--- src/rtl/clk_div_multi.sv ---
// rtl/clk_div_multi.sv - multi-channel runtime-loadable clock divider with tick strobes
// Optional CLKDIV_SYNC_EN adds a global sync input that phase-aligns all channels.
module clk_div_multi #(
  parameter int NUM_CH      = 2,
  parameter int DIV_W       = 26,
  parameter int DEFAULT_DIV = 25000000
) (
  input  logic                    CLK,
  input  logic                    RST_N,
  input  logic [NUM_CH-1:0]       en,
  input  logic [NUM_CH-1:0]       ld,
  input  logic [NUM_CH*DIV_W-1:0] div_in,
`ifdef CLKDIV_SYNC_EN
  input  logic                    sync,
`endif
  output logic [NUM_CH-1:0]       clk_out,
  output logic [NUM_CH-1:0]       tick,
  output logic [NUM_CH*DIV_W-1:0] div_cur
);

  logic [DIV_W-1:0]  cnt_q [NUM_CH];
  logic [DIV_W-1:0]  div_q [NUM_CH];
  logic [NUM_CH-1:0] clk_q;
  logic [NUM_CH-1:0] tick_q;

  // Per-channel priority: ld, then sync (if built), then halted, then disabled, then count.
  always_ff @(posedge CLK or negedge RST_N) begin
    if (!RST_N) begin
      for (int i = 0; i < NUM_CH; i++) begin
        cnt_q[i] <= '0;
        div_q[i] <= DIV_W'(DEFAULT_DIV);
      end
      clk_q  <= '0;
      tick_q <= '0;
    end else begin
      for (int i = 0; i < NUM_CH; i++) begin
        if (ld[i]) begin
          div_q[i]  <= div_in[i*DIV_W +: DIV_W];
          cnt_q[i]  <= '0;
          tick_q[i] <= 1'b0;
        end
`ifdef CLKDIV_SYNC_EN
        else if (sync) begin
          cnt_q[i]  <= '0;
          clk_q[i]  <= 1'b0;
          tick_q[i] <= 1'b0;
        end
`endif
        else if (div_q[i] == '0) begin
          cnt_q[i]  <= '0;
          tick_q[i] <= 1'b0;
        end else if (!en[i]) begin
          tick_q[i] <= 1'b0;
        end else if (cnt_q[i] == div_q[i] - DIV_W'(1)) begin
          cnt_q[i]  <= '0;
          tick_q[i] <= 1'b1;
          clk_q[i]  <= ~clk_q[i];
        end else begin
          cnt_q[i]  <= cnt_q[i] + DIV_W'(1);
          tick_q[i] <= 1'b0;
        end
      end
    end
  end

  assign clk_out = clk_q;
  assign tick    = tick_q;

  for (genvar g = 0; g < NUM_CH; g++) begin : g_rdbk
    assign div_cur[g*DIV_W +: DIV_W] = div_q[g];
  end

endmodule

--- config.mk ---
export PLATFORM = sky130hd
export DESIGN_NAME = clk_div_multi
export DESIGN_NICKNAME = d
export VERILOG_FILES = /design/src/rtl/clk_div_multi.sv
export SDC_FILE = /design/constraint.sdc
export NUM_CORES = 1
export LEC_CHECK = 0
export ABC_AREA = 1
export BUFFER_PORTS_ARGS = -buffer_cell sky130_fd_sc_hd__buf_2
export CAP_MARGIN = 25
export CORE_ASPECT_RATIO = 0.75
export CORE_MARGIN = 2
export CORE_UTILIZATION = 53
export DETAILED_ROUTE_END_ITERATION = 10
export MAX_ROUTING_LAYER = met4
export PLACE_DENSITY = 0.79
export SLEW_MARGIN = 0
export SYNTH_ARGS = -nofsm -noshare
export SYNTH_HDL_FRONTEND = slang
export SYNTH_SLANG_ARGS = --single-unit
--- constraint.sdc ---
create_clock -name CLK -period 2.3 [get_ports CLK]
set_clock_uncertainty 0.15 [all_clocks]
set_input_delay 0.345 -clock CLK [delete_from_list [all_inputs] [get_ports CLK]]
set_output_delay 0.345 -clock CLK [all_outputs]
set_load 0.01 [all_outputs]
# ---- Yosys cells after proc, flatten, opt, wreduce, memory -nomap -nowiden
# Index checks and enable logic that the tools add are counted.
dict set report op_classes {
  order_cmp 0
  div_mod_pow 0
  n_bitwise 6
  n_mux 16
  addsub 4
  eq_ne 2
  n_reduce_logical 6
  n_mul 0
  shifts 0
}
# operator n
set op_table {}
lappend op_table {{26-bit two-way mux} 8}
lappend op_table {{26-bit by 1-bit adder with 26-bit output (second input constant)} 2}
lappend op_table {{26-bit == test} 2}
lappend op_table {{26-bit zero test} 2}
lappend op_table {{26-bit by 1-bit subtractor with 26-bit output (second input constant)} 2}
lappend op_table {{1-bit two-way mux} 8}
lappend op_table {{4-bit AND reduction} 2}
lappend op_table {{1-bit inverter} 6}
lappend op_table {{3-bit nonzero test} 2}
dict set report totals {
  regBits 108
  ramBits 0
  wordCells 41
  inputBits 58
  memories 0
  latch_bits 0
  out_inout_bits 56
  romBits 0
}

# ---- Logic depth before layout (Yosys ltp)
# Gate-level depths: netlist of run 1.
dict set report logic_depth {
  word_depth 6
  mapped_depth 17
}

# ---- Worst setup path after synthesis of run 1
# Ideal clock, no wire load.
dict set report synth_timing {
  path_kind {register to register}
  start {register div_q (netlist bit div_cur[26])}
  end {register cnt_q[1] (netlist name)}
  arrival_time_ps 2018
  setup_time_ps 118
  path_stages_with_launch 16
  required_time_ps 2032
  setup_slack_ps 14
  cell_sequence {dfrtp_1 inv_1 ha_1 nand2_2 nor2_4 buf_6 nand2_2 nand2_1 nand2_2 nor2_2 nand4_1 nor2_2 nand3_4 buf_6 nand3_1 nand2_1}
}
dict set report synth_between {
  elab_chain_len 6
}
# item line
set synth_lines {}
lappend synth_lines {{from (decl)} 22} ;# logic [DIV_W-1:0] div_q [NUM_CH];
lappend synth_lines {{from (signal, indexed assignment)} 31} ;# div_q[i] <= DIV_W'(DEFAULT_DIV);
lappend synth_lines {{from (signal, indexed assignment)} 38} ;# div_q[i] <= div_in[i*DIV_W +: DIV_W];
lappend synth_lines {{26-bit by 1-bit subtractor with 26-bit output} 54} ;# end else if (cnt_q[i] == div_q[i] - DIV_W'(1)) begin
lappend synth_lines {{26-bit == test} 54}
lappend synth_lines {{26-bit two-way mux} 54}
lappend synth_lines {{26-bit two-way mux} 52} ;# end else if (!en[i]) begin
lappend synth_lines {{26-bit two-way mux} 49} ;# else if (div_q[i] == '0) begin
lappend synth_lines {{26-bit two-way mux} 37} ;# if (ld[i]) begin
lappend synth_lines {{to (signal, indexed assignment)} 59} ;# cnt_q[i] <= cnt_q[i] + DIV_W'(1);
lappend synth_lines {{to (decl)} 21} ;# logic [DIV_W-1:0] cnt_q [NUM_CH];
# Several ways; a longest one is shown, not always the timed one. The select of a mux whose other input is x is not followed.
# A chain may end at the register's enable or synchronous reset.

# ---- Worst setup path after layout of run 1
dict set report layout_timing {
  start {register div_q (netlist bit div_cur[7])}
  end {register cnt_q[49] (netlist name)}
}
# The elaborated chain is that of the path after synthesis.

==> results of run 1 <==
[through the flow]
stage	std cells	total power, mW	hold WS [ns]	worst slack (ns)
2_1_floorplan	1228	2.83	-0.101	0.0145
3_3_place_gp	1689	3.54	0.133	-0.268
3_5_place_dp	1689	3.57	0.135	-0.422
4_1_cts	1719	5.23	0.0202	-0.0358
5_1_grt	1731	5.59	0.0379	-0.271
6_report	1731	5.36	0.0248	-0.166
[power groups by stage]
| stage | sequential [mW] | combinational, mW | clock, mW |
|---|---|---|---|
| floorplan | 2.22 | 0.611 | 0 |
| global placement | 2.17 | 1.37 | 0 |
| detailed placement | 2.17 | 1.39 | 0 |
| CTS | 2.14 | 1.47 | 1.61 |
| global route | 2.17 | 1.73 | 1.68 |
| finish | 2.16 | 1.60 | 1.60 |
[cell usage in the layout (no fill, tap or decap), types with 3 or more instances in the layout]
cell	instances
buf_12	8
inv_2	9
nand4_1	46
nor2_2	40
nand3_1	57
buf_4	182
nand2_4	6
o21ai_0	37
nor3_1	12
nand2_1	357
dfrtp_1	81
mux2_2	29
clkbuf_16	11
xnor2_1	32
inv_1	126
nand2_2	26
buf_2	112
nor4_1	6
nand3b_1	11
a21oi_2	3
dfstp_2	24
nand3_2	34
o22ai_1	3
nor2_4	25
nor2_1	124
a21oi_1	7
nand3_4	7
dfrtp_2	3
buf_6	13
xor2_1	54
o21ai_1	7
[cell families (layout without fill, tap and decap cells)]
group,Yosys count,in the layout,synth area share (%)
AOI/OAI and AO/OA,66,66,4.22
xor gates and xnor gates,88,88,9.29
adders and majority gates,4,4,0.603
buffers and inverters,175,471,8.86
DFF,108,108,32.9
muxes,29,29,3.93
and+or+nand+nor,758,760,40.2
[registers in the layout, summed over array words and instances (netlist names)]
register	cells
cnt_q	52
div_cur	52
clk_out	2
tick	2
[metal layers]
layer,share of wire (%),up-vias
li1,-,4499
met1,44,4514
met2,41,547
met3,13,58
met4,1.9,0
met5,0,-
[cell type report]
class | instances | area (sq um)
sequential | 108 | 2740
timing repair buffer | 318 | 2290
inverter | 137 | 514
clock inverter | 7 | 68.8
multi-input combinational | 947 | 5420
tap | 205 | 256
clock buffer | 9 | 225
fill | 1119 | 3760
[path summary, 6_finish.rpt]
check	from	end	slack, ns	depth (start not counted)
max	div_cur[7]$_DFFE_PN0P_	cnt_q[49]$_DFFE_PN0P_	-0.17	14
min	div_in[39]	div_cur[39]$_DFFE_PN1P_	0.02	3
max reg2reg	div_cur[7]$_DFFE_PN0P_	cnt_q[49]$_DFFE_PN0P_	-0.17	14
min reg2reg	div_cur[22]$_DFFE_PN1P_	div_cur[22]$_DFFE_PN1P_	0.35	2
max in group asynchronous	RST_N	div_cur[45]$_DFFE_PN1P_	1.07	3
min in group asynchronous	RST_N	cnt_q[33]$_DFFE_PN0P_	0.28	2
[worst max-delay path: cells and delay by family, from the launching register on]
| family | cells | cell delay (ns) |
|---|---|---|
| DFF | 1 | 0.39 |
| buffers and inverters | 2 | 0.40 |
| AOI/OAI and AO/OA | 2 | 0.21 |
| and+or+nand+nor | 10 | 1.21 |
[cells in the mapped netlist, types with 2 or more instances]
cell | instances | area share [%]
nor2_2 | 22 | 1.7
xor2_1 | 56 | 5.9
mux2_2 | 29 | 3.9
ha_1 | 4 | 0.60
nor2_4 | 5 | 0.68
o21a_1 | 2 | 0.18
xnor2_1 | 32 | 3.4
o21ai_1 | 3 | 0.18
inv_2 | 4 | 0.18
dfstp_2 | 24 | 7.6
and2_1 | 2 | 0.15
nor3_1 | 13 | 0.78
clkbuf_1 | 20 | 0.90
clkinv_1 | 2 | 0.090
nand2_1 | 381 | 17
nand4_1 | 46 | 3.5
nor2_1 | 160 | 7.2
nand3_1 | 94 | 5.7
buf_2 | 4 | 0.24
a21oi_1 | 10 | 0.60
clkbuf_2 | 2 | 0.12
o21bai_1 | 2 | 0.18
dfrtp_1 | 84 | 25
o22ai_1 | 3 | 0.23
nand3b_1 | 11 | 1.0
o21ai_0 | 43 | 2.6
buf_4 | 5 | 0.45
nand3_2 | 3 | 0.36
buf_6 | 7 | 0.95
or2_2 | 2 | 0.15
nor4_1 | 6 | 0.45
inv_1 | 131 | 5.9
nand2_2 | 8 | 0.60
[repair_timing]
action	in CTS	in global routing
hold buffers	1	0
setup endpoints to repair	56	56
buffers inserted	11	9
pin swaps	26	49
endpoints found under the hold margin	22	0
gates resized for setup	61	106
gates cloned	2	3
==> impl_metrics.py, run 1 <==
metrics = {
    "run_status": {
        "status": "finished with violations",
        "violations": "negative setup slack",
    },
    "sta": {
        "fmaxAchievable_ghz": 0.405,
        "slew_headroom_pct": 59.7,
        "hold_viol": 0,
        "fin_tns_setup_ns": -5.82,
        "rsz0062_at_grt": "yes",
        "final_max_slew_viol_count": 0,
        "fin_crit_sh_pct": 107,
        "fin_crit_ns": 2.47,
        "finalSetupViolations": 55,
        "final.setup.worst_slack_ns": -0.166,
        "tightest_slew_ns": 0.604,
    },
    "routing": {
        "vias_per_cell": 5.56,
        "antenna_left": 0,
        "drt_pre_antenna_iters": 5,
        "routed_wl_um": 29700,
        "drt-wirelength-per-cell_um": 17.2,
        "drc": 0,
        "vias": 9618,
        "drt_iter0_markers": 1115,
    },
    "placement": {
        "io_buffer_count": 113,
        "placed_area_sq_mm": 0.0103,
        "hpwlAfterDp_um": 22000,
        "globalplace.congestion": 1.00,
    },
    "critical_path": {
        "cp_max_fo": 7,
        "cp_slowest_stage_delay_ns": 0.39,
        "cp-end-kind": "register",
        "worst-setup-path-type": "register to register",
        "required_ns": 2.41,
        "crit_slowest_cell": "dfrtp_1",
        "start_kind": "register",
        "cp_common_cell": "nand2_1",
        "path_cells": "buf_4 > nor2_4 > nand2_1 > nor2_4 > nand2_1 > o21ai_1 > nand2_1 > a21oi_2 > nand3b_1 > nor2_2 > nand3b_4 > clkbuf_16 > nand3_2 > nand2_1",
        "arrival_ns": 2.57,
    },
    "die": {
        "start_util_pct": 54.3,
        "core_sq_mm": 0.0153,
        "die_h_um": 112,
        "num_io_pins": 114,
        "row_count": 39,
        "fp.dieArea_sq_mm": 0.0167,
        "die_w_um": 148,
    },
    "clock_network": {
        "clk_latency_ns": 0.38,
        "cts_made_buffers": 9,
        "cts_max_path_buffers": 2,
        "clkTransAtPathRegs_ns": 0.09,
        "cts_tree": "done",
        "clock-root-buffer": "clkbuf_16",
        "cts-htree-levels": 3,
        "clkSinkCount": 108,
    },
    "yosys": {
        "synth-seq-cells": 108,
        "synth.distinct_cells": 41,
        "synth_area_per_cell_sq_um": 6.76,
        "synth_enable_flop_cells": 0,
        "syn_inst": 1228,
        "syn-cell-area_sq_mm": 0.00830,
        "yosysSeqAreaShare_pct": 32.9,
        "yosysWarnings": 0,
        "synth_flop_cell": "dfrtp_1",
        "syn-num-nets": 1290,
        "ys_async_sr_fraction_pct": 100,
    },
    "hold_path": {
        "hold_path_class": "input port to register",
    },
    "pwr": {
        "power_density_mw_per_mm2": 466,
        "pwr-share-seq_pct": 40.3,
        "p_sw_share_pct": 34.5,
        "p_int_mw": 3.51,
        "ir_drop_mv": 0.405,
        "p_switching_mw": 1.85,
        "p_leak_nw": 5.75,
        "power_frac_clock_pct": 29.8,
        "combPwrFrac_pct": 29.9,
    },
    "global_routing": {
        "grt_overflow": 0,
        "grt_pass1_vias": 8604,
        "groute.layer.met1.usage_pct": 55.4,
        "grt_max_degree": 44,
        "grt_use_met2_pct": 47.8,
        "grt_pass1_wl_um": 45300,
        "antenna_found_initial": 0,
        "grtUsageTotal_pct": 35.8,
        "grt_most_used_layer": "met1",
        "grtUsageMet3_pct": 8.25,
    },
    "final_layout": {
        "fin_area_sq_mm": 0.0115,
        "antenna-diode-count": 0,
        "drive_gt1_share_pct": 36.0,
        "final_nets": 1583,
        "syn2layout_area_growth_pct": 38.7,
        "utilization_pct": 75.4,
    },
    "job": {
        "maxCapViolCount": 0,
    },
}
Power figures use the tool's default switching activity.
==> inputs of run 2 (changes only) <==
--- a/config.mk
+++ b/config.mk
@@ -12,8 +12,9 @@
 export CORE_MARGIN = 2
 export CORE_UTILIZATION = 53
 export DETAILED_ROUTE_END_ITERATION = 10
+export GPL_ROUTABILITY_DRIVEN = 0
 export MAX_ROUTING_LAYER = met4
-export PLACE_DENSITY = 0.79
+export PLACE_DENSITY_LB_ADDON = 0.25
 export SLEW_MARGIN = 0
 export SYNTH_ARGS = -nofsm -noshare
 export SYNTH_HDL_FRONTEND = slang
==> impl_metrics.py, run 2 (synthesized netlist as in run 1, its figures left out) <==
metrics = {
    "global_routing": {
        "grt_pass1_wl_um": 43600,
        "grt_max_degree": 71,
        "grtUsageTotal_pct": 34.4,
        "antenna_found_initial": 0,
        "grt_overflow": 0,
        "grt_pass1_vias": 8392,
    },
    "die": {
        "fp.dieArea_sq_mm": 0.0167,
        "die_w_um": 148,
        "core_sq_mm": 0.0153,
        "num_io_pins": 114,
        "start_util_pct": 54.3,
        "die_h_um": 112,
        "row_count": 39,
    },
    "run_status": {
        "violations": "negative setup slack",
        "status": "finished with violations",
    },
    "critical_path": {
        "required_ns": 2.45,
        "worst-setup-path-type": "register to register",
        "start_kind": "register",
        "path_cells": "buf_6 > nor2_4 > nand2_4 > nor2_4 > buf_4 > nand2_2 > buf_4 > nor2_2 > nand2_2 > nand4_1 > nor2_2 > nand3b_4 > buf_12 > nand3_1 > nand2_1",
        "cp_slowest_stage_delay_ns": 0.40,
        "crit_slowest_cell": "dfrtp_1",
        "cp-end-kind": "register",
        "cp_max_fo": 26,
        "arrival_ns": 2.62,
    },
    "sta": {
        "fin_tns_setup_ns": -6.61,
        "slew_headroom_pct": 60.7,
        "hold_slack_ns": 0.0368,
        "finalSetupViolations": 56,
        "fmaxAchievable_ghz": 0.405,
        "hold_viol": 0,
        "final.setup.worst_slack_ns": -0.170,
        "fin_crit_ns": 2.47,
        "tightest_slew_ns": 0.589,
        "rsz0062_at_grt": "yes",
        "final_max_slew_viol_count": 0,
        "fin_crit_sh_pct": 107,
    },
    "placement": {
        "hpwlAfterDp_um": 21200,
        "io_buffer_count": 113,
        "placed_area_sq_mm": 0.0103,
    },
    "pwr": {
        "ir_drop_mv": 0.316,
        "power_density_mw_per_mm2": 473,
        "p_leak_nw": 5.75,
    },
    "hold_path": {
        "hold_path_class": "input port to register",
    },
    "routing": {
        "antenna_left": 0,
        "drc": 0,
        "vias": 9647,
        "drt_iter0_markers": 1280,
        "routed_wl_um": 29700,
        "drt_pre_antenna_iters": 9,
        "vias_per_cell": 5.59,
        "drt-wirelength-per-cell_um": 17.2,
    },
    "final_layout": {
        "antenna-diode-count": 0,
        "syn2layout_area_growth_pct": 38.3,
        "final_cell_mix": "nand2_1, buf_4, inv_1",
        "final_nets": 1578,
        "fin_area_sq_mm": 0.0115,
        "drive_gt1_share_pct": 35.9,
        "final_common_cell": "nand2_1",
    },
    "clock_network": {
        "cts_made_buffers": 9,
        "cts_max_path_buffers": 2,
        "clk_latency_ns": 0.36,
        "clkTransAtPathRegs_ns": 0.08,
        "clkSinkCount": 108,
        "clock-root-buffer": "clkbuf_16",
        "cts_tree": "done",
        "cts-htree-levels": 3,
    },
    "job": {
        "maxCapViolCount": 0,
    },
}
[run 2: changes by cell type in the layout (fill, tap and decap cells not counted), sizes merged]
cell	before	now
nor2	189	188
clkinv	5	3
clkbuf	11	15
buf	315	310
bufinv	0	1
inv	138	136
[run 2: power breakdown]
group	switching [mW]	internal [mW]
registers	0.122	2.03
clock network	0.764	0.887
logic	0.908	0.727
total	1.79	3.64
[run 2: final timing paths]
kind,slack (ns),start,depth (start not counted),end
hold / removal,0.04,div_in[2],3,div_cur[2]$_DFFE_PN0P_
hold reg to reg,0.36,clk_out[1]$_DFFE_PN0P_,2,clk_out[1]$_DFFE_PN0P_
max in group asynchronous,1.16,RST_N,3,div_cur[34]$_DFFE_PN0P_
min in group asynchronous,0.35,RST_N,3,cnt_q[32]$_DFFE_PN0P_
setup reg to reg,-0.17,div_cur[1]$_DFFE_PN0P_,15,cnt_q[38]$_DFFE_PN0P_
setup / recovery,-0.17,div_cur[1]$_DFFE_PN0P_,15,cnt_q[38]$_DFFE_PN0P_
[run 2: layer usage]
metal	track usage, %	routed length, um	vias to the layer above
li1	-	-	4479
met1	52.7	13000	4440
met2	45.6	12100	648
met3	8.90	3940	80
met4	6.54	691	0
met5	-	0	-
[run 2: worst max-delay path: cells and delay by family, from the launching register on]
family                 cells  cell delay [ns]
AND/OR/NAND/NOR           11             1.20
buffers and inverters      4             0.63
flip-flops                 1             0.40
[run 2: layout make-up]
type / instances / area (sq um)
Clock buffer: 12 / 246
Multi-Input combinational cell: 946 / 5370
Timing Repair Buffer: 314 / 2300
Clock inverter: 4 / 57.6
Fill cell: 1125 / 3790
Sequential cell: 108 / 2740
Inverter: 137 / 514
Tap cell: 205 / 256
[run 2: per-stage QoR]
stage | power [mW] | utilization (%) | setup slack (ns) | std cells
5_1_grt | 5.65 | 75.2 | -0.273 | 1726
4_1_cts | 5.26 | 71.1 | -0.0306 | 1712
3_3_place_gp | 3.54 | 67.6 | -0.186 | 1687
3_5_place_dp | 3.56 | 67.6 | -0.193 | 1687
6_report | 5.43 | 75.2 | -0.170 | 1726
2_1_floorplan | 2.83 | - | 0.0145 | 1228
[run 2: what timing repair did]
item,in CTS,in global routing
pin swaps,9,38
hold buffers,1,0
cloned,0,4
setup endpoints to repair,56,56
buffers inserted,8,14
resized for setup,44,130
endpoints found under the hold margin,84,0
==> inputs of run 3 (changes only) <==
--- a/config.mk
+++ b/config.mk
@@ -14,8 +14,9 @@
 export DETAILED_ROUTE_END_ITERATION = 10
 export GPL_ROUTABILITY_DRIVEN = 0
 export MAX_ROUTING_LAYER = met4
-export PLACE_DENSITY_LB_ADDON = 0.25
+export PLACE_DENSITY = 0.79
 export SLEW_MARGIN = 0
 export SYNTH_ARGS = -nofsm -noshare
 export SYNTH_HDL_FRONTEND = slang
 export SYNTH_SLANG_ARGS = --single-unit
+export TNS_END_PERCENT = 10
==> impl_metrics.py, run 3 (synthesized netlist as in run 1, its figures left out) <==
metrics = {
    "run_status": {
        "status": "finished with violations",
        "violations": "negative setup slack",
    },
    "pwr": {
        "fin_total_pwr_mw": 5.27,
        "power_density_mw_per_mm2": 473,
        "ir_drop_mv": 0.318,
        "p_leak_nw": 5.58,
    },
    "global_routing": {
        "grt_overflow": 0,
        "grt_pass1_vias": 8588,
        "grt_pass1_wl_um": 43800,
        "grtUsageTotal_pct": 34.4,
        "grt_max_degree": 39,
        "antenna_found_initial": 0,
    },
    "routing": {
        "drt-wirelength-per-cell_um": 17.0,
        "antenna_left": 0,
        "drt_pre_antenna_iters": 7,
        "vias_per_cell": 5.62,
        "vias": 9554,
        "drc": 0,
        "routed_wl_um": 28800,
        "drt_iter0_markers": 1213,
    },
    "die": {
        "start_util_pct": 54.3,
        "core_sq_mm": 0.0153,
        "die_w_um": 148,
        "die_h_um": 112,
        "row_count": 39,
        "num_io_pins": 114,
        "fp.dieArea_sq_mm": 0.0167,
    },
    "final_layout": {
        "syn2layout_area_growth_pct": 34.3,
        "final_common_cell": "nand2_1",
        "antenna-diode-count": 0,
        "final_cell_mix": "nand2_1, buf_4, nor2_1",
        "final_nets": 1553,
        "fin_area_sq_mm": 0.0111,
        "fill_cells": 1117,
        "drive_gt1_share_pct": 33.7,
        "finalNonFillerCells": 1701,
    },
    "sta": {
        "fmaxAchievable_ghz": 0.414,
        "fin_crit_ns": 2.42,
        "rsz0062_at_grt": "yes",
        "slew_headroom_pct": 68.4,
        "fin_crit_sh_pct": 105,
        "fin_tns_setup_ns": -4.18,
        "final_max_slew_viol_count": 0,
        "final.setup.worst_slack_ns": -0.115,
        "finalSetupViolations": 54,
        "hold_viol": 0,
        "tightest_slew_ns": 0.474,
    },
    "clock_network": {
        "clkTransAtPathRegs_ns": 0.08,
        "clock-root-buffer": "clkbuf_16",
        "cts_made_buffers": 9,
        "cts_max_path_buffers": 2,
        "clkSinkCount": 108,
        "cts-htree-levels": 3,
        "clk_latency_ns": 0.37,
        "cts_tree": "done",
    },
    "job": {
        "maxCapViolCount": 0,
    },
    "critical_path": {
        "path_cells": "inv_2 > ha_4 > nand2_4 > nor2_4 > buf_12 > buf_6 > nand2_1 > nor4_2 > nor2_2 > nand2_2 > clkinvlp_4 > nand3_2 > nand2_1",
        "cp-end-kind": "register",
        "crit_slowest_cell": "dfrtp_1",
        "worst-setup-path-type": "register to register",
        "cp_common_cell": "nand2_1",
        "cp_max_fo": 7,
        "required_ns": 2.41,
        "arrival_ns": 2.52,
        "cp_slowest_stage_delay_ns": 0.39,
        "start_kind": "register",
    },
    "placement": {
        "io_buffer_count": 113,
        "placed_area_sq_mm": 0.0102,
        "pre_cts_ws_ns": -0.136,
        "dp_cells": 1665,
        "hpwlAfterDp_um": 21100,
    },
    "hold_path": {
        "hold_path_class": "input port to register",
    },
}
[run 3: cell count changes in the layout (fill, tap and decap cells not counted), moves of 3 or more]
cell,before,now
nor2_1,125,128
buf_6,18,5
nand2_1,344,355
buf_4,172,160
nand2_2,39,30
dfrtp_2,4,10
nand3_1,72,81
nor2_2,41,36
dfrtp_1,80,74
nand3_2,23,14
[run 3: routing by layer]
| layer | up-vias | wire, um | GRT usage [%] |
|---|---|---|---|
| li1 | 4420 | - | - |
| met1 | 4377 | 12100 | 49.7 |
| met2 | 670 | 11800 | 46.5 |
| met3 | 87 | 4220 | 11.9 |
| met4 | 0 | 628 | 7.17 |
| met5 | - | 0 | - |
[run 3: cell type report]
class	instances	area, sq um	area share, %
flip-flops and latches	108	2750	24.6
inverters	137	518	4.65
multi-input cells	945	5240	47.0
well taps	205	256	2.30
clock inverters	7	77.6	0.696
clock buffers	9	225	2.02
repair buffers	290	2080	18.7
[run 3: worst max-delay path: cells and delay by family, from the launching register on]
family / cells / cell delay (ns)
fa+ha+maj: 1 / 0.15
buf+inv: 4 / 0.60
flops: 1 / 0.39
simple gates: 8 / 0.97
[run 3: final timing paths]
path,start,end,slack [ns],cells after the start
worst max-delay path,div_cur[27]$_DFFE_PN0P_,cnt_q[0]$_DFFE_PN0P_,-0.12,13
worst min-delay path,div_in[8],div_cur[8]$_DFFE_PN0P_,0.03,3
worst max register to register,div_cur[27]$_DFFE_PN0P_,cnt_q[0]$_DFFE_PN0P_,-0.12,13
worst min register to register,clk_out[1]$_DFFE_PN0P_,clk_out[1]$_DFFE_PN0P_,0.36,2
max in group asynchronous,RST_N,div_cur[21]$_DFFE_PN1P_,1.06,3
min in group asynchronous,RST_N,cnt_q[27]$_DFFE_PN0P_,0.28,2
[run 3: power breakdown]
group          switching (mW)  total (mW)  leakage (nW)  internal, mW
Clock                   0.843        1.62         0.144         0.773
Sequential              0.165        2.19          1.35          2.03
Combinational           0.809        1.46          4.08         0.648
[run 3: through the flow]
stage          hold slack, ns  utilization [%]
3_3_place_gp            0.124             66.6
3_5_place_dp            0.122             66.6
6_report               0.0327             73.0
4_1_cts                0.0286             70.0
5_1_grt                0.0428             73.0
2_1_floorplan          -0.101                -
[run 3: repair_timing]
action / in CTS / in global routing
buffers inserted: 10 / 7
hold buffers: 1 / 0
cloned: 0 / 3
endpoints found under the setup margin: 56 / 56
endpoints found under the hold margin: 18 / 0
resized for setup: 35 / 103
pin swaps: 15 / 29
